--- src/rtl/pattern_tx_pkg.sv ---
// Shared definitions for the pattern transmitter and the sequence-detector FSM
// it feeds: state codes, default frame width and the len-port width helper.
package pattern_tx_pkg;

  localparam int DEF_WIDTH = 8;

  typedef enum logic [1:0] {
    IDLE = 2'b00,
    SEND = 2'b01,
    GAP  = 2'b10
  } state_e;

  // Width of a bit-count port able to hold the value WIDTH itself.
  function automatic int len_w(input int width);
    return $clog2(width) + 1;
  endfunction

endpackage

--- src/rtl/pattern_tx_if.sv ---
// Frame request / serial output bundle between a frame source and pattern_tx.
interface pattern_tx_if
  import pattern_tx_pkg::*;
#(
  parameter int WIDTH = DEF_WIDTH
);
  localparam int LW = len_w(WIDTH);

  logic             start;
  logic [WIDTH-1:0] data;
  logic [LW-1:0]    len;
  logic             x;
  logic             x_valid;
  logic             ready;
  logic             done;
  logic [1:0]       S;

  modport master (
    output start, data, len,
    input  x, x_valid, ready, done, S
  );

  modport slave (
    input  start, data, len,
    output x, x_valid, ready, done, S
  );

endinterface

--- src/rtl/pattern_tx_piso_shift.sv ---
// Parallel-load, left-shift register with a down-counter of remaining bits.
// The register holds the bits still to be sent after the one currently on x,
// so head is always the next bit to present.
module piso_shift
  import pattern_tx_pkg::*;
#(
  parameter int WIDTH = DEF_WIDTH,
  parameter int LW    = len_w(WIDTH)
) (
  input  logic             CLK,
  input  logic             RESET,
  input  logic             load,
  input  logic             shift,
  input  logic [WIDTH-1:0] din,
  input  logic [LW-1:0]    len,
  output logic             head,
  output logic             last
);

  logic [WIDTH-1:0] sh_q;
  logic [LW-1:0]    cnt_q;

  // Load the remaining frame bits and L-1, or advance one bit per shift.
  always_ff @(posedge CLK) begin
    if (RESET) begin
      sh_q  <= '0;
      cnt_q <= '0;
    end else if (load) begin
      sh_q  <= din;
      cnt_q <= len - LW'(1);
    end else if (shift) begin
      sh_q  <= {sh_q[WIDTH-2:0], 1'b0};
      cnt_q <= cnt_q - LW'(1);
    end
  end

  assign head = sh_q[WIDTH-1];
  assign last = (cnt_q == '0);

endmodule

--- src/rtl/pattern_tx.sv ---
// Serial pattern transmitter: accepts a frame of up to WIDTH bits and shifts
// it out MSB-first with registered x / x_valid / done outputs.
//
// state | meaning
// IDLE  | ready for a frame; start with len!=0 captures data/len
// SEND  | one frame bit on x per cycle
// GAP   | single cycle after the last bit, done pulses
module pattern_tx
  import pattern_tx_pkg::*;
#(
  parameter int WIDTH = DEF_WIDTH
) (
  input logic         CLK,
  input logic         RESET,
  pattern_tx_if.slave bus
);

  localparam int LW = len_w(WIDTH);

  state_e           state_q, state_d;
  logic [LW-1:0]    len_c;
  logic [WIDTH-1:0] frame_aligned;
  logic [WIDTH-1:0] frame_rest;
  logic             load, shift;
  logic             head, last;
  logic             x_d, xv_d, done_d;
  logic             x_q, xv_q, done_q;

  // Clamp len to WIDTH and left-align the frame so its first bit is the MSB;
  // bits above len drop off the top and can never reach x.
  always_comb begin
    len_c         = (bus.len > LW'(WIDTH)) ? LW'(WIDTH) : bus.len;
    frame_aligned = bus.data << (LW'(WIDTH) - len_c);
    frame_rest    = {frame_aligned[WIDTH-2:0], 1'b0};
  end

  piso_shift #(
    .WIDTH (WIDTH),
    .LW    (LW)
  ) u_piso (
    .CLK   (CLK),
    .RESET (RESET),
    .load  (load),
    .shift (shift),
    .din   (frame_rest),
    .len   (len_c),
    .head  (head),
    .last  (last)
  );

  // State register.
  always_ff @(posedge CLK) begin
    if (RESET) state_q <= IDLE;
    else       state_q <= state_d;
  end

  // Next state plus the values the output registers take at the next edge.
  always_comb begin
    state_d = state_q;
    load    = 1'b0;
    shift   = 1'b0;
    x_d     = 1'b0;
    xv_d    = 1'b0;
    done_d  = 1'b0;
    case (state_q)
      IDLE: begin
        if (bus.start && (len_c != '0)) begin
          state_d = SEND;
          load    = 1'b1;
          x_d     = frame_aligned[WIDTH-1];
          xv_d    = 1'b1;
        end
      end
      SEND: begin
        if (last) begin
          state_d = GAP;
          done_d  = 1'b1;
        end else begin
          shift = 1'b1;
          x_d   = head;
          xv_d  = 1'b1;
        end
      end
      GAP:     state_d = IDLE;
      default: state_d = IDLE;
    endcase
  end

  // Output registers; reset drops them so an aborted frame gives no done.
  always_ff @(posedge CLK) begin
    if (RESET) begin
      x_q    <= 1'b0;
      xv_q   <= 1'b0;
      done_q <= 1'b0;
    end else begin
      x_q    <= x_d;
      xv_q   <= xv_d;
      done_q <= done_d;
    end
  end

  assign bus.x       = x_q;
  assign bus.x_valid = xv_q;
  assign bus.done    = done_q;
  assign bus.S       = state_q;
  assign bus.ready   = (state_q == IDLE);

endmodule

--- src/flat_wrapper.sv ---
// flat-port wrapper written by rule: the top's interface ports become plain ports
module pattern_tx_flat import pattern_tx_pkg::*;
#(
  parameter int WIDTH = DEF_WIDTH
)
  (CLK, RESET, bus_start, bus_data, bus_len, bus_x, bus_x_valid, bus_ready, bus_done, bus_S);
  pattern_tx_if #(.WIDTH(WIDTH)) bus_i ();
  input logic CLK;
  input logic RESET;
  input wire logic [$bits(bus_i.start)-1:0] bus_start;
  input wire logic [$bits(bus_i.data)-1:0] bus_data;
  input wire logic [$bits(bus_i.len)-1:0] bus_len;
  output wire logic [$bits(bus_i.x)-1:0] bus_x;
  output wire logic [$bits(bus_i.x_valid)-1:0] bus_x_valid;
  output wire logic [$bits(bus_i.ready)-1:0] bus_ready;
  output wire logic [$bits(bus_i.done)-1:0] bus_done;
  output wire logic [$bits(bus_i.S)-1:0] bus_S;
  assign bus_i.start = bus_start;
  assign bus_i.data = bus_data;
  assign bus_i.len = bus_len;
  assign bus_x = bus_i.x;
  assign bus_x_valid = bus_i.x_valid;
  assign bus_ready = bus_i.ready;
  assign bus_done = bus_i.done;
  assign bus_S = bus_i.S;
  pattern_tx #(.WIDTH(WIDTH)) u_core (.CLK(CLK), .RESET(RESET), .bus(bus_i));
endmodule
--- config.mk ---
export PLATFORM = sky130hd
export DESIGN_NAME = pattern_tx_flat
export DESIGN_NICKNAME = d
export VERILOG_FILES = /design/src/rtl/pattern_tx_pkg.sv /design/src/rtl/pattern_tx_if.sv /design/src/rtl/pattern_tx_piso_shift.sv /design/src/rtl/pattern_tx.sv /design/src/flat_wrapper.sv
export SDC_FILE = /design/constraint.sdc
export NUM_CORES = 1
export LEC_CHECK = 0
export CAP_MARGIN = 20
export CORE_MARGIN = 5
export CORE_UTILIZATION = 50
export CTS_CLUSTER_DIAMETER = 80
export CTS_CLUSTER_SIZE = 10
export DETAILED_ROUTE_END_ITERATION = 6
export MAX_ROUTING_LAYER = met4
export PLACE_DENSITY = 0.78
export SLEW_MARGIN = 20
export SYNTH_ARGS = -nofsm -noshare
export SYNTH_HDL_FRONTEND = slang
export SYNTH_SLANG_ARGS = --single-unit
--- constraint.sdc ---
create_clock -name CLK -period 3.6 [get_ports CLK]
set_input_delay 1.08 -clock CLK [delete_from_list [all_inputs] [get_ports CLK]]
set_output_delay 1.08 -clock CLK [all_outputs]
set_load 0.005 [all_outputs]
# == Word-level counts from Yosys, hierarchy flattened ==
# Cells that the tools add are included.
# totals
ff_bits,16
input_bits,15
output_inout_bits,6
word_cells,39
# op_classes
n_addsub,3
order_cmp,1
eq_ne,3
shift,1
n_mux,17
n_bitwise,1
n_reduce_logical,7
# ops
cell,n
2-to-1 mux 8 bit,2
2-to-1 mux 4 bit,3
<< shifter 8 x 4 -> 8 bit,1
subtractor 4 x 1 -> 4 bit (second input constant),2
2-to-1 mux 1 bit,7
> comparator 4 bit (second input constant),1
logical NOT 4 bit,1
2-to-1 mux 2 bit,2
inequality test 2 x 1 -> 1 bit (second input constant),2
one-hot mux 1 bit (2 select lines),2
one-hot mux 2 bit (2 select lines),1
nonzero test 4 bit,1
subtractor 4 bit (first input constant),1
equality test 2 x 1 -> 1 bit (second input constant),1
logical NOT 2 bit,1
AND reduction 2 bit,1
nonzero test 2 bit,1
OR reduction 2 bit,1
logical AND 1 bit,1
NOT 1 bit,1

# == Longest topological paths before layout ==
# Gate-level depths: netlist of the first run.
# logic_depth
depth_word,7
ltp_mapped,13
depth_no_buf,11

# == Cells and area by module ==
# Synthesis of the first run repeated with hierarchy kept, for this count alone.
# hier_totals
cells_unflattened,123
area_unflattened_um2,1181.1
# by_module_without_submodules
mod,instances,cells_per_inst,area_each_um2,seq_area_each_um2
piso_shift,1,62,623.1,240.2
pattern_tx,1,61,558.0,100.1

# == Worst setup path before layout of the first run ==
# OpenSTA, ideal clock, no wires.
# synth_path
path_kind,input to register
from,input port bus_len[0]
to,register u_core.u_piso.cnt_q[2]
setup_ps,133
arrival_ps,3035
path_slack_ps,433
cell_stages,13
n_path_buf,2
path_cell_list,nor2b_1 buf_2 inv_2 ha_1 or3b_1 nand2_2 buf_4 nor2_1 a21oi_1 ha_1 inv_1 o211ai_1 a31oi_1
# synth_via
elab_chain_len,7
# synth_rtl
element,line,rtl
from (decl),flat_wrapper.sv:12,input wire logic [$bits(bus_i.len)-1:0] bus_len;
> comparator 4 bit,pattern_tx.sv:32,len_c = (bus.len > LW'(WIDTH)) ? LW'(WIDTH) : bus.len;
2-to-1 mux 4 bit *,pattern_tx.sv:32,
nonzero test 4 bit,pattern_tx.sv:67,if (bus.start && (len_c != '0)) begin
logical AND 1 bit,pattern_tx.sv:67,
2-to-1 mux 1 bit,pattern_tx.sv:67,
2-to-1 mux 1 bit,pattern_tx.sv:65,case (state_q)
2-to-1 mux 4 bit / nonzero test 2 bit (equally long branches),n/a,
to (signal assigned),pattern_tx_piso_shift.sv:30,cnt_q <= len - LW'(1);
to (signal assigned),pattern_tx_piso_shift.sv:33,cnt_q <= cnt_q - LW'(1);
to (decl),pattern_tx_piso_shift.sv:21,logic [LW-1:0] cnt_q;
# Mark *: on every way between the ends. The rest lies on a longest branch, timed or not.
# A chain may end at the register's enable or synchronous reset.

# == Worst setup path in the final report of the first run ==
# layout_path
from,input port bus_len[3]
to,register u_core.u_piso.cnt_q[2]
# Same word-level chain as after synthesis.

==> metrics.md, run 1 <==
| Metric | Value |
|---|---|
| Net Sw Frac | 33.05% |
| Area Overhead vs Synth | 27.13% |
| Setup crit end kind | flop |
| CP dominant cell by count | ha_1 |
| HP Class | flop to flop |
| Final setup vio count | 0 |
| Pre-Repair DR Iteration Count | 4 |
| RSZ-0062 raised after global routing | false |
| Clock Skew | 0.003118 ns |
| Hold_ws | 0.5030 ns |
| IO Port Bufs | 20 |
| CTS tree | yes |
| Peak VDD IR | 0.0001951 V |
| Critical path buffers and inverters | 2 |
| Post-synthesis cell area | about 1100 um2 |
| Layout cells sized above 1 | between 10 and 15% |
| Pin count of the biggest net entering global routing | 18 |
| Worst-skew pair later-pin latency | approximately 0.28 ns |
| Vias | around 1100 |
| CTS root buf | clkbuf_4 |
| Clk sink count | 16 |
| Grt total ovfl | 0 |
| Total inserted antenna cells | 0 |
| Seq/Total Area, Yosys | a little under a third |
| Post-CTS Setup Bufs | 0 |
| Initial antenna violation count | 0 |
| HPWL after DPL | between 2000 and 2500 um |
| Pwr per Cell Area | 417.4 nW/um2 |
| WL/cell | about 14 um |
| Req. time, crit path | 3.77 ns |
| Hold buffers post-CTS | 0 |
| Synth warn | 0 |
| IO Count | 21 |
| Die height | about 56 um |
| Largest area contributor in the netlist | dfxtp_1 |
| Switching power total | about 0.19 mW |
| Die area | 3131 um2 |
| Final nets | 167 |
| DRC viols | 0 |
| Slowest stage delay, CP | roughly 0.50 ns |
| Via density per instance | approximately 6.0 |
| Top cells by count, synth | 16 x dfxtp_1, 15 x nor2_1, 13 x nand2_1 |
| Cell with the most instances after synthesis | dfxtp_1 |
| Dominant synthesized flop cell | dfxtp_1 |
| CP Launch Type | primary input |
| Clock Path Buffers | 2 |
| Antenna Violating Nets Remaining | 0 |
| Tmin final | roughly 3.3 ns |
| Least-Margin Pin Slew | between 0.5 and 0.6 ns |
| Number of enable flip-flop cells after synthesis | 0 |
| Cell count after synthesis | around 130 |
| Final hold vios | 0 |
| CP max FO | 16 |
| Clk pwr share | a little over a fifth |
| Number of global-route vias before repair | ~980 |
| Register bit total from synthesis | 16 |
| Post-synth ARST share | 0% |
| Top cell type's share of synthesized area | 30.33% |
| Internal power | around 0.38 mW |
| CP arrival | approximately 3.4 ns |
| Fillers | approximately 150 |
| Setup Crit Path Kind | primary input to flop |
| Crit-path slowest cell | clkdlybuf4s50_1 |
| Synth Net Count | roughly 140 |
| Worst slew margin | about two thirds |
| Mean Syn Cell Area | 8.448 um2 |
| Distinct cells, synth | 40 |
| Register area | around 320 um2 |
| DRT Wirelength | about 2500 um |
| R2R setup slack | between 1.5 and 2 ns |
| Total track usage | between 10% and 20% |
| Clk slew on worst S/H paths | 0.09 ns |
| Top post-synthesis cells by area | dfxtp_1 30%, mux2i_1 6.6%, mux4_2 6.4%, nor2_1 5.3%, nand2_1 4.6% |
| CTS H-tree depth | 1 |
| Period utilisation layout | about nine tenths |
| Crit-path cells | clkdlybuf4s50_1 > nand2b_1 > ha_1 > or3b_1 > nand2_2 > nor2_1 > a21oi_1 > ha_1 > inv_1 > o211ai_1 > a31oi_1 |
| Number of gates resized after cts | 0 |
| CP delay by family, top | simple AND/OR/NAND/NOR gates |
| Max_cap viols | 0 |
| Area of the multi-input gates | 691.9 um2 |
| Core area | between 1500 and 2000 um2 |
| Slew Viols, Final | 0 |
| Leak | around 0.5 nW |
| Final Wtd Congestion | around 0.8 |
| Outcome | complete, no violations |
| Core Rows | 16 |
| Initial Util | a little over half |
| Die X | ~56 um |
| CTS Buf Count | 3 |
| Initial DRC count | 44 |
| Non-filler cells, final | approximately 180 |
| Comb pwr share | a little under two fifths |
| DP Cell Count | roughly 170 |
| Final core occ | between 60% and 70% |
| Fin Setup TNS | 0 ns |
| Reg power frac | between 40% and 50% |
| First-pass GRT wire length | 4160 um |
| Achievable Freq | ~310 MHz |
## final timing paths
check,startpoint,to,cells after the start
worst max-delay path,bus_len[3],u_core.u_piso.cnt_q[2],11
worst min-delay path,u_core.u_piso.sh_q[7],u_core.bus.x,2
worst max register to register,u_core.bus.S[1],u_core.u_piso.cnt_q[2],8
worst min register to register,u_core.u_piso.sh_q[7],u_core.bus.x,2
## layout by cell type, fill, tap and decap left out, types with 3 or more instances in the layout
master,Yosys,routed
nor2b_1,3,3
o21ai_0,9,9
mux4_2,3,3
a211oi_1,5,5
inv_1,3,3
mux2i_1,7,7
nand2_1,13,13
buf_4,1,6
nand2b_1,3,3
dfxtp_1,16,16
nor2_1,15,15
a21oi_1,5,5
nand3_1,4,4
clkdlybuf4s50_1,0,20
nor3_1,3,3
clkbuf_4,0,3
## cell families (layout without fill, tap and decap cells)
family | count (synthesis) | count (layout) | share of synthesized area [%]
adders and majority gates | 2 | 2 | 2.369
buffers and inverters | 10 | 34 | 4.147
and+or+nand+nor | 54 | 54 | 27.96
DFF | 16 | 16 | 30.33
muxes | 10 | 10 | 13.03
xor gates and xnor gates | 1 | 1 | 1.541
AOI/OAI and AO/OA | 32 | 32 | 20.62
## stage by stage
| stage | area, um2 | setup slack [ns] | power (mW) |
|---|---|---|---|
| 2_1_floorplan | 1056 | 0.4326 | 0.3738 |
| 3_3_place_gp | 1306 | 0.1930 | 0.4381 |
| 3_5_place_dp | 1306 | 0.06385 | 0.4452 |
| 4_1_cts | 1343 | 0.3606 | 0.5585 |
| 5_1_grt | 1343 | 0.1645 | 0.5926 |
| 6_report | 1343 | 0.3382 | 0.5604 |
## state kept, by name, summed over array words and instances (netlist names)
name	count
u_core.bus.S	2
u_core.bus.done	1
u_core.bus.x	1
u_core.bus.x_valid	1
u_core.u_piso.cnt_q	4
u_core.u_piso.sh_q	7
## worst register-to-register path, stage by stage (launching register included)
cell and delay (ns):
dfxtp_1 0.41, nor3b_4 0.40, nand2_2 0.26, nor2_1 0.23, a21oi_1 0.06, ha_1 0.22, inv_1 0.08, o211ai_1 0.11
a31oi_1 0.14
## final cells by class
cell class                      count  area share, %
Multi-Input combinational cell     99          51.54
Sequential cell                    16          23.86
Timing Repair Buffer               26          18.27
Clock buffer                        4          2.703
Tap cell                           27          2.516
Inverter                            4          1.118
## power groups by stage
stage,Clock (mW),Combinational (mW),Sequential (mW)
finish,0.117,0.213,0.230
global route,0.126,0.234,0.233
CTS,0.117,0.212,0.229
detailed placement,0,0.212,0.233
global placement,0,0.206,0.232
floorplan,0,0.147,0.227
## routing by layer
metal | GRT usage (%) | vias to the layer above | wire [um]
li1 | - | 520 | -
met1 | 20.51 | 494 | 1146
met2 | 29.05 | 45 | 1200
met3 | 1.392 | 4 | 136
met4 | 7.119 | 0 | 42
met5 | - | - | 0
Power figures use the tool's default switching activity.
==> inputs of run 2 (changes only) <==
--- a/config.mk
+++ b/config.mk
@@ -6,13 +6,15 @@
 export NUM_CORES = 1
 export LEC_CHECK = 0
 export CAP_MARGIN = 20
+export CELL_PAD_IN_SITES_DETAIL_PLACEMENT = 1
+export CELL_PAD_IN_SITES_GLOBAL_PLACEMENT = 2
 export CORE_MARGIN = 5
-export CORE_UTILIZATION = 50
+export CORE_UTILIZATION = 29
 export CTS_CLUSTER_DIAMETER = 80
-export CTS_CLUSTER_SIZE = 10
 export DETAILED_ROUTE_END_ITERATION = 6
 export MAX_ROUTING_LAYER = met4
-export PLACE_DENSITY = 0.78
+export PLACE_DENSITY_LB_ADDON = 0.1
+export RECOVER_POWER = 100
 export SLEW_MARGIN = 20
 export SYNTH_ARGS = -nofsm -noshare
 export SYNTH_HDL_FRONTEND = slang
==> metrics.md, run 2 (synthesis gave the netlist of run 1 again) <==
| Metric | Value |
|---|---|
| Total inserted antenna cells | 0 (unchanged) |
| HP Class | flop to flop |
| Pwr per Cell Area | 439.5 nW/um2 (+5.3%) |
| CTS tree | yes |
| Slew Viols, Final | 0 (unchanged) |
| Number of gates resized after cts | 0 (unchanged) |
| Period utilisation layout | 93.89% (+3.3 points) |
| Slowest stage delay, CP | 0.59 ns (+0.09 ns) |
| Max reg flops | 7 (unchanged) |
| Initial antenna violation count | 0 (unchanged) |
| Peak VDD IR | 0.0001193 V (-39%) |
| Achievable Freq | 295.8 MHz (-3.5%) |
| Leak | 0.5412 nW (+5.1%) |
| Die height | 70.35 um (+26%) |
| Total track usage | 14.52% (-2.5 points) |
| CP arrival | 3.58 ns (+0.14 ns) |
| Fin Setup TNS | 0 ns (unchanged) |
| CTS root buf | clkbuf_8 |
| First-pass GRT wire length | 5547 um (+33%) |
| Area Overhead vs Synth | 32.23% |
| Crit-path slowest cell | dlygate4sd3_1 |
| Core Rows | 22 (+6) |
| Grt total ovfl | 0 (unchanged) |
| CP max FO | 5 (-11) |
| Final hold vios | 0 (unchanged) |
| Clock Path Buffers | 2 (unchanged) |
| Setup Crit Path Kind | primary input to flop |
| Commonest non-fill, non-tap cell in the layout | dfxtp_1 |
| Commonest non-fill, non-tap cells in the layout | 16 x dfxtp_1, 15 x nor2_1, 13 x nand2_1, 12 x clkdlybuf4s50_1, 9 x o21ai_0 |
| CP delay by family, top | buffers and inverters |
| Area after DPL | 1363 um2 (+4.3%) |
| Reg power frac | 37.3% (-3.8 points) |
| CP Launch Type | primary input |
| Tmin final | 3.380 ns (+0.1183 ns) |
| Hold buffers post-CTS | 0 (unchanged) |
| WL/cell | 16.23 um (+13%) |
| End point of the critical path | u_core.u_piso.sh_q[5] |
| Switching power total | 0.2051 mW (+11%) |
| Clock Skew | 0.004919 ns (+0.001801 ns) |
| DRT Wirelength | 3263 um (+29%) |
| Final Wtd Congestion | 0.8134 (-1.2%) |
| Vias | 1036 (-2.5%) |
| R2r endpoint | u_core.u_piso.sh_q[3] |
| Crit-path cells | dlygate4sd3_1 > nor2b_1 > clkinv_1 > ha_1 > clkbuf_1 > or3b_2 > a21oi_1 > buf_4 > nand2_1 > o21ai_0 > a22o_1 |
| Least-Margin Pin Slew | 0.7032 ns (+0.2019 ns) |
| DRC viols | 0 (unchanged) |
| Initial DRC count | 31 (-30%) |
| Post-CTS Setup Bufs | 0 (unchanged) |
| Final Power | 0.6137 mW (+9.5%) |
| Die area | 4948 um2 (+58%) |
| R2R setup slack | 1.66 ns (+0.03 ns) |
| Pin count of the biggest net entering global routing | 17 (-1) |
| Layout cells sized above 1 | 13.07% (-1.7 points) |
| Clk sink count | 16 (unchanged) |
| Crit path launch | bus_len[3] |
| HPWL after DPL | 2634 um (+28%) |
| Critical path buffers and inverters | 4 (+2) |
| R2R cell count | 5 (-3) |
| RSZ-0062 raised after global routing | false |
| Clk slew on worst S/H paths | 0.07 ns (-0.02 ns) |
| Crit path depth | 11 (unchanged) |
| Internal power | 0.4085 mW (+8.9%) |
| CTS H-tree depth | 1 (unchanged) |
| Max_cap viols | 0 (unchanged) |
| IO Count | 21 (unchanged) |
| Antenna Violating Nets Remaining | 0 (unchanged) |
| Final nets | 171 (+2.4%) |
| Worst slew margin | 53.12% (-13 points) |
| Die X | 70.35 um (+26%) |
| Fin area | 1396 um2 (+4.0%) |
| Worst reg2reg startpoint | u_core.u_piso.cnt_q[3] |
| Net Sw Frac | 33.43% (+0.37 points) |
| Setup crit end kind | flop |
| Clk pwr share | 26.9% (+6.0 points) |
| Initial Util | 29.29% (-24 points) |
| Outcome | complete, no violations |
| Core area | 3606 um2 (+82%) |
| Pre-Repair DR Iteration Count | 4 (unchanged) |
| Worst-skew pair later-pin latency | 0.25 ns (-0.03 ns) |
| Final setup vio count | 0 (unchanged) |
| CTS Buf Count | 3 (unchanged) |
| Number of global-route vias before repair | 1169 (+20%) |
| IO Port Bufs | 20 (unchanged) |
| Via density per instance | 5.154 (-15%) |
| Fillers | 438 (+190%) |
| Largest Register | u_core.u_piso.sh_q |
| Req. time, crit path | 3.80 ns (+0.03 ns) |
| Comb pwr share | 35.9% (-2.1 points) |
==> run 2: cell types whose count changed in the layout (fill, tap and decap cells not counted), sizes merged <==
cell           change
clkdlybuf4s50      -8
dlygate4sd3        +8
clkbuf             +3
inv                -1
clkinv             +1
buf                +1
==> run 2: through the flow <==
stage | utilization (%) | worst slack (ns) | cells | hold slack, ns
final | 38.72 | 0.2199 | 201 | 0.5050
after detailed placement | 37.79 | 0.1117 | 197 | 0.4953
after CTS | 39.31 | 0.3452 | 201 | 0.5091
after floorplan | - | 0.4326 | 125 | 0.4477
after global routing | 38.72 | 0.1042 | 201 | 0.5327
after global placement | 37.79 | 0.1818 | 197 | 0.4758
==> run 2: metal layers <==
metal	vias up	track usage, %	part of all wire (%)
li1	521	-	-
met1	496	17.01	44
met2	17	25.47	52
met3	2	1.871	2.3
met4	0	4.681	0.86
met5	-	-	0
==> run 2: final cells by class <==
| class | count | area [um2] | share of cell area [%] |
|---|---|---|---|
| multi-input combinational | 99 | 681.9 | 48.84 |
| inverter | 4 | 15.01 | 1.075 |
| sequential | 16 | 320.3 | 22.94 |
| tap | 48 | 60.06 | 4.301 |
| timing repair buffer | 30 | 264.0 | 18.91 |
| clock buffer | 4 | 55.05 | 3.943 |
==> run 2: worst min-delay path, cell delays in order (launching register included) <==
cell and delay (ns):
dfxtp_1 0.31, nand2_1 0.06, o22ai_1 0.08
==> run 2: how the worst min path moves through the flow <==
| stage | from | end | slack, ns | cells after the start |
|---|---|---|---|---|
| final | u_core.u_piso.sh_q[7] | u_core.bus.x | 0.50 | 2 |
| after global routing | u_core.u_piso.sh_q[4] | u_core.u_piso.sh_q[4] | 0.53 | 2 |
| after CTS | u_core.u_piso.sh_q[7] | u_core.bus.x | 0.51 | 2 |
| after detailed placement | u_core.u_piso.sh_q[7] | u_core.bus.x | 0.50 | 2 |
| after global placement | u_core.u_piso.sh_q[1] | u_core.u_piso.sh_q[1] | 0.48 | 2 |
| after floorplan | u_core.u_piso.sh_q[7] | u_core.bus.x | 0.45 | 2 |
==> run 2: power by group through the flow <==
stage          clock network [mW]  logic, mW  registers (mW)
2_1_floorplan                   0      0.147           0.227
3_3_place_gp                    0      0.229           0.232
3_5_place_dp                    0      0.233           0.234
4_1_cts                     0.171      0.234           0.230
5_1_grt                     0.181      0.246           0.235
6_report                    0.165      0.220           0.229
